File: src/rtl/chan_mux_pkg.sv
`default_nettype none
// +----------------------------------------------------------------------+
// | chan_mux_pkg : shared types and defaults for the channel selector     |
// | rev 1.0                                                               |
// +----------------------------------------------------------------------+
package chan_mux_pkg;
  typedef enum logic [0:0] {
    DIRECT = 1'b0,
    SCAN   = 1'b1
  } state_t;

  localparam logic MODE_DIRECT = 1'b0;
  localparam logic MODE_SCAN   = 1'b1;

  localparam int CH_DEFAULT      = 6;
  localparam int W_DEFAULT       = 4;
  localparam int DWELL_W_DEFAULT = 8;
endpackage
`default_nettype wire

File: src/rtl/chan_scan_ctr.sv
`default_nettype none
// +----------------------------------------------------------------------+
// | chan_scan_ctr : scan pointer with programmable dwell per channel      |
// | rev 1.0                                                               |
// +----------------------------------------------------------------------+
module chan_scan_ctr
  import chan_mux_pkg::*;
#(
  parameter  int CH      = CH_DEFAULT,
  parameter  int DWELL_W = DWELL_W_DEFAULT,
  localparam int SW      = $clog2(CH)
) (
  input  logic               clk,
  input  logic               rst_n,
  input  logic               clear,
  input  logic               step,
  input  logic [DWELL_W-1:0] dwell,
  output logic [SW-1:0]      ptr,
  output logic               wrap_next
);
  localparam logic [SW-1:0] C_LAST = SW'(CH - 1);

  logic [DWELL_W-1:0] r_cnt;

  // >= rather than == so a dwell lowered below the live count advances at once
  always_ff @(posedge clk or negedge rst_n) begin
    if (!rst_n) begin
      ptr       <= '0;
      r_cnt     <= '0;
      wrap_next <= 1'b0;
    end else if (clear) begin
      ptr       <= '0;
      r_cnt     <= '0;
      wrap_next <= 1'b0;
    end else if (step) begin
      if (r_cnt >= dwell) begin
        r_cnt     <= '0;
        wrap_next <= (ptr == C_LAST);
        ptr       <= (ptr == C_LAST) ? '0 : ptr + 1'b1;
      end else begin
        r_cnt     <= r_cnt + 1'b1;
        wrap_next <= 1'b0;
      end
    end
  end
endmodule
`default_nettype wire

File: src/rtl/chan_mux_seq.sv
`default_nettype none
// +----------------------------------------------------------------------+
// | chan_mux_seq : registered N-channel selector, direct or auto-scan     |
// | scan mode present only when CHAN_MUX_SCAN_EN is defined. rev 1.0      |
// +----------------------------------------------------------------------+
module chan_mux_seq
  import chan_mux_pkg::*;
#(
  parameter  int CH      = CH_DEFAULT,
  parameter  int W       = W_DEFAULT,
  parameter  int DWELL_W = DWELL_W_DEFAULT,
  localparam int SW      = $clog2(CH)
) (
  input  logic               clk,
  input  logic               rst_n,
  input  logic               en,
  input  logic               mode,
  input  logic [SW-1:0]      sel,
  input  logic [DWELL_W-1:0] dwell,
  input  logic [CH*W-1:0]    data,
  output logic [W-1:0]       out,
  output logic               out_valid,
  output logic [SW-1:0]      cur_ch,
  output logic               wrap
);
  state_t        r_state;
  logic [SW-1:0] w_ptr;
  logic          w_wrap_next;
  logic          w_scan_active;
  logic          w_sel_ok;
  logic [W-1:0]  w_sel_data;
  logic [W-1:0]  w_ptr_data;

`ifdef CHAN_MUX_SCAN_EN
  assign w_scan_active = (r_state == SCAN) && (mode == MODE_SCAN);

  chan_scan_ctr #(
    .CH      (CH),
    .DWELL_W (DWELL_W)
  ) u_scan_ctr (
    .clk       (clk),
    .rst_n     (rst_n),
    .clear     (r_state != SCAN),
    .step      (en && w_scan_active),
    .dwell     (dwell),
    .ptr       (w_ptr),
    .wrap_next (w_wrap_next)
  );

  // wrap lines up with the first registered sample of channel 0
  always_ff @(posedge clk or negedge rst_n) begin
    if (!rst_n) wrap <= 1'b0;
    else        wrap <= en && w_scan_active && w_wrap_next;
  end
`else
  logic w_unused_dwell;
  assign w_unused_dwell = ^dwell;
  assign w_scan_active  = 1'b0;
  assign w_ptr          = '0;
  assign w_wrap_next    = 1'b0;
  assign wrap           = w_wrap_next;
`endif

  always_comb begin
    w_sel_data = '0;
    w_ptr_data = '0;
    for (int k = 0; k < CH; k++) begin
      if (sel == SW'(k))   w_sel_data = data[k*W +: W];
      if (w_ptr == SW'(k)) w_ptr_data = data[k*W +: W];
    end
  end

  assign w_sel_ok = (32'(sel) < CH);

  always_ff @(posedge clk or negedge rst_n) begin
    if (!rst_n) begin
      r_state   <= DIRECT;
      out       <= '0;
      out_valid <= 1'b0;
      cur_ch    <= '0;
    end else begin
      if (r_state == SCAN && mode == MODE_DIRECT) begin
        r_state <= DIRECT;
      end
`ifdef CHAN_MUX_SCAN_EN
      else if (r_state == DIRECT && en && mode == MODE_SCAN) begin
        r_state <= SCAN;
      end
`endif
      if (en) begin
        if (w_scan_active) begin
          out       <= w_ptr_data;
          cur_ch    <= w_ptr;
          out_valid <= 1'b1;
        end else begin
          out       <= w_sel_ok ? w_sel_data : '0;
          cur_ch    <= sel;
          out_valid <= w_sel_ok;
        end
      end else begin
        out_valid <= 1'b0;
      end
    end
  end
endmodule
`default_nettype wire

File: config.mk
export PLATFORM = sky130hd
export DESIGN_NAME = chan_mux_seq
export DESIGN_NICKNAME = d
export VERILOG_FILES = /design/src/rtl/chan_mux_pkg.sv /design/src/rtl/chan_scan_ctr.sv /design/src/rtl/chan_mux_seq.sv
export SDC_FILE = /design/constraint.sdc
export NUM_CORES = 1
export LEC_CHECK = 0
export CELL_PAD_IN_SITES_DETAIL_PLACEMENT = 1
export CELL_PAD_IN_SITES_GLOBAL_PLACEMENT = 2
export CORE_MARGIN = 2
export CORE_UTILIZATION = 17
export CTS_CLUSTER_SIZE = 28
export DETAILED_ROUTE_END_ITERATION = 10
export GPL_ROUTABILITY_DRIVEN = 0
export GPL_TIMING_DRIVEN = 0
export PLACE_DENSITY = 0.84
export SYNTH_ARGS = -nofsm -noshare
export SYNTH_HDL_FRONTEND = slang
export SYNTH_SLANG_ARGS = --single-unit
export TNS_END_PERCENT = 1
File: constraint.sdc
create_clock -name clk -period 2 [get_ports clk]
set_clock_uncertainty 0.1 [all_clocks]
set_input_delay 0.4 -clock clk [delete_from_list [all_inputs] [get_ports clk]]
set_output_delay 0.4 -clock clk [all_outputs]
set_load 0.005 [all_outputs]
---- Word level (Yosys, flattened, before mapping) ----
Cells that the tools add are included.
cells by class
  equal/unequal tests ..................... 5
  reduce and logical (&&, ||, !) cells .... 1
  magnitude comparators ................... 1
  muxes and demuxes ....................... 8
operator list
  operator              count
  $mux W4               7
  $eq A3 B2 Y1 const B  2
  $eq A3 B3 Y1 const B  2
  $eq A3 B1 Y1 const B  1
  $logic_not A3 Y1      1
  $lt A3 B3 Y1 const B  1
  $mux W1               1
storage, ports and cells
  output and inout port bits .............. 9
  bits of input ports ..................... 39
  bits in registers ....................... 8

---- Logic depth before layout (Yosys ltp) ----
  depth after elaboration ................. 8
  depth in mapped cells ................... 4
  gate-level depth less buffers ........... 3

---- Worst setup path before layout ----
Ideal clock, no wire load.
  path type ............................... input to register
  start point ............................. in sel[0]
  end point ............................... reg out[2]
  stages .................................. 4
  arrival ................................. 1.342 ns
  setup time .............................. 0.120 ns
  path slack .............................. 0.438 ns
  data required time ...................... 1.780 ns
  cells stage by stage .................... buf_6 mux4_2 o21bai_1 a31o_1
on the way
  cells in the longest elaborated chain, start to end .. 8
  elaborated cells between the ends (all ways) .. 14
  classes of those cells .................. order compare (1); eq/ne (5); mux (7); reduce/logical (1)
ends and longest elaborated chain
  what                    RTL line            text
  start: declaration      chan_mux_seq.sv:18  input logic [SW-1:0] sel,
  $logic_not A3 Y1        chan_mux_seq.sv:68  if (sel == SW'(k)) w_sel_data = data[k*W +: W];
  $mux W4 (6 in series)   chan_mux_seq.sv:68
  $mux W4 (*)             chan_mux_seq.sv:96  out <= w_sel_ok ? w_sel_data : '0;
  end signal: assignment  chan_mux_seq.sv:92  out <= w_ptr_data;
  end signal: assignment  chan_mux_seq.sv:96
  end: declaration        chan_mux_seq.sv:21  output logic [W-1:0] out,
Every way passes the cells marked *; elsewhere a longest branch is shown, timed or not.
A chain may end at the register's enable or synchronous reset.

---- Worst setup path after layout ----
  start point ............................. in sel[1]
  end point ............................... reg out[0]
The elaborated chain is that of the path after synthesis.

==> out/qor.yml <==
status: "complete, no violations"
antenna_cells: 0
syn_nets: 85
postSynthAreaPerCell_um2: 11.83
ios: 48
grt_first_pass_wirelength_um: 2518
cts.reportedPaths.clkPinSlew_ps: 60
clock_path_buffers: 2
avgRoutedWirePerCell_um: 11.97
arrival_ps: 1840
cp-end-kind: "flop"
maxCapViolCount: 0
drtIter0Drc: 3
p_total_uw: 482.4
critPathMaxFanout: 10
ant_nets: 0
grt_overflow: 0
slowest_stage: "clkdlybuf4s50_1"
critPathLaunchType: "input port"
reg2reg_slack_ps: 1070
grt_max_degree: 11
yosysTopAreaCell: "dfrtp_1"
grt_use_total_pct: 9.463
cp-startpoint: "sel[1]"
worst_path_largest_cell_delay_ps: 480
die_x_um: 60.58
dieArea_mm2: 0.003670
r2r_cells: 2
critPathKind: "in2reg"
port_buffers: 37
synthAdderAreaFrac_pct: 0
max_freq_mhz: 557.9
synth_simple_gate_area_share_pct: 8.506
syn2layout_area_growth_pct: 82.30
drive_gt1_share_pct: 15.12
dr.pass1.iters: 3
r2r_end: "out[1]$_DFFE_PN0P_"
n_fill_cell: 360
drt_wl_total_um: 1556
r2r-start: "out[1]$_DFFE_PN0P_"
vias: 539
max-vdd-ir-drop_uv: 128.1
post-route-period-util_pct: 89.62
place_area_um2: 969.7
utilization_pct: 32.50
antenna_found_initial: 0
yosys_warnings: 0
core_mm2: 0.003053
slew_viol_final: 0
netlist.area_leader.share_pct: 36.78
synth_xor_area_share_pct: 0
synth-seq-area-share_pct: 36.78
design_area_um2: 992.2
synthMuxAreaShare_pct: 32.18
cts_tree: "yes"
hpwlAfterDp_um: 1367
synth.cell_area_um2: 544.3
powerDensity_mw_per_mm2: 486.2
initial_utilization_pct: 17.83
ys_ff_latch: 8
hp-class: "in2async"
rsz0062_at_grt: "no"
insertion_delay_ps: 250
finalHoldViolCount: 0
drc_errors: 0
finalCriticalPeriod_ps: 1792
cts_setup_buffers: 0
synth_cell_types: 17
cpLargestDelayFamily: "buffers and inverters"
cts_made_buffers: 3
cts-hold-fix-buffers: 0
cp_num_buf_inv: 2
setup_violations: 0
fin_nets: 127
syn_inst: 46
synth_compound_area_share_pct: 17.01
cp.required_ps: 2040
num_rows: 20
cp_cell_sequence: "clkdlybuf4s50_1 -> clkbuf_2 -> mux4_1 -> o21bai_1 -> a31o_2"
die_y_um: 60.58
p_leak_uw: 0.0003989
grt_pass1_vias: 593
synth_top_family_by_area: "multiplexers"
root_buffer: "clkbuf_4"
ctsHtreeMaxLevel: 1
cts_sinks: 8
synth.area.top_cells: "dfrtp_1 37%, mux4_1 14%, mux2i_1 7.4%"
via_per_inst: 4.146
==> through the flow <==
stage,setup WS [ps],TNS (ps),cells,hold slack (ps)
floorplan,438.3,0,46,4.409
global placement,-249.9,-847.8,127,399.3
detailed placement,-296.2,-1040,127,407.8
CTS,5.538,0,130,337.6
global route,133.3,0,130,352.9
finish,207.6,0,130,321.5
==> registers in the layout, indices dropped and copies added, names as in the netlist <==
register,flops
out_valid,1
cur_ch,3
out,4
==> how the worst max path moves through the flow <==
stage / cells after the start / to
2_1_floorplan: 4 / out[2]$_DFFE_PN0P_
3_3_place_gp: 5 / out[2]$_DFFE_PN0P_
3_5_place_dp: 5 / out[2]$_DFFE_PN0P_
4_1_cts: 5 / out[0]$_DFFE_PN0P_
5_1_grt: 5 / out[0]$_DFFE_PN0P_
6_report: 5 / out[0]$_DFFE_PN0P_
==> cells in the mapped netlist, drive strengths merged <==
cell    count
dfrtp       8
buf         2
a21boi      1
mux2i       4
mux4        4
o21bai      4
nand2b      1
clkbuf      2
mux2        3
nor2        4
conb        1
nor2b       4
o21ai       4
a31o        4
==> cells by family after synthesis <==
group / count (synthesis)
AND/OR/NAND/NOR: 9
multiplexers: 11
AO/OA/AOI/OAI: 13
other: 1
flip-flops: 8
buffers and inverters: 4
==> layer usage <==
layer / global-route usage (%) / vias to the layer above / part of all wire [%]
li1: - / 253 / -
met1: 9.605 / 250 / 35
met2: 17.82 / 32 / 53
met3: 1.706 / 4 / 10
met4: 5.590 / 0 / 2.2
met5: 0 / - / 0
==> repair_timing <==
item	CTS	global route
gates cloned	0	0
resized for setup	1	2
endpoints found under the setup margin	1	3
==> cell usage in the layout, fill, tap and decap left out <==
master / n
clkbuf_2: 1
buf_6: 1
clkbuf_4: 3
clkdlybuf4s50_1: 36
a31o_2: 3
nand2b_1: 1
buf_4: 1
mux2_2: 3
o21ai_0: 4
mux2i_1: 4
nor2b_1: 4
conb_1: 1
a31o_1: 1
clkbuf_1: 1
nor2_1: 4
mux4_1: 3
o21bai_1: 4
mux4_2: 1
dlygate4sd2_1: 1
a21boi_0: 1
dfrtp_1: 8
==> cell type report <==
type	instances	area (um^2)	area share [%]
multi-input combinational	34	317.8	32.03
tap	44	55.05	5.549
buffer	4	27.53	2.774
sequential	8	200.2	20.18
timing repair buffer	37	369.1	37.20
clock buffer	3	22.52	2.270
==> report_power, final <==
part / switching (uW) / internal, uW / leakage, uW
clock network: 54.6 / 68.7 / 0.0000138
registers: 8.08 / 179 / 0.0000978
logic: 50.0 / 122 / 0.000287
total: 113 / 370 / 0.000399
No activity file was read; power rests on OpenSTA's default activity.
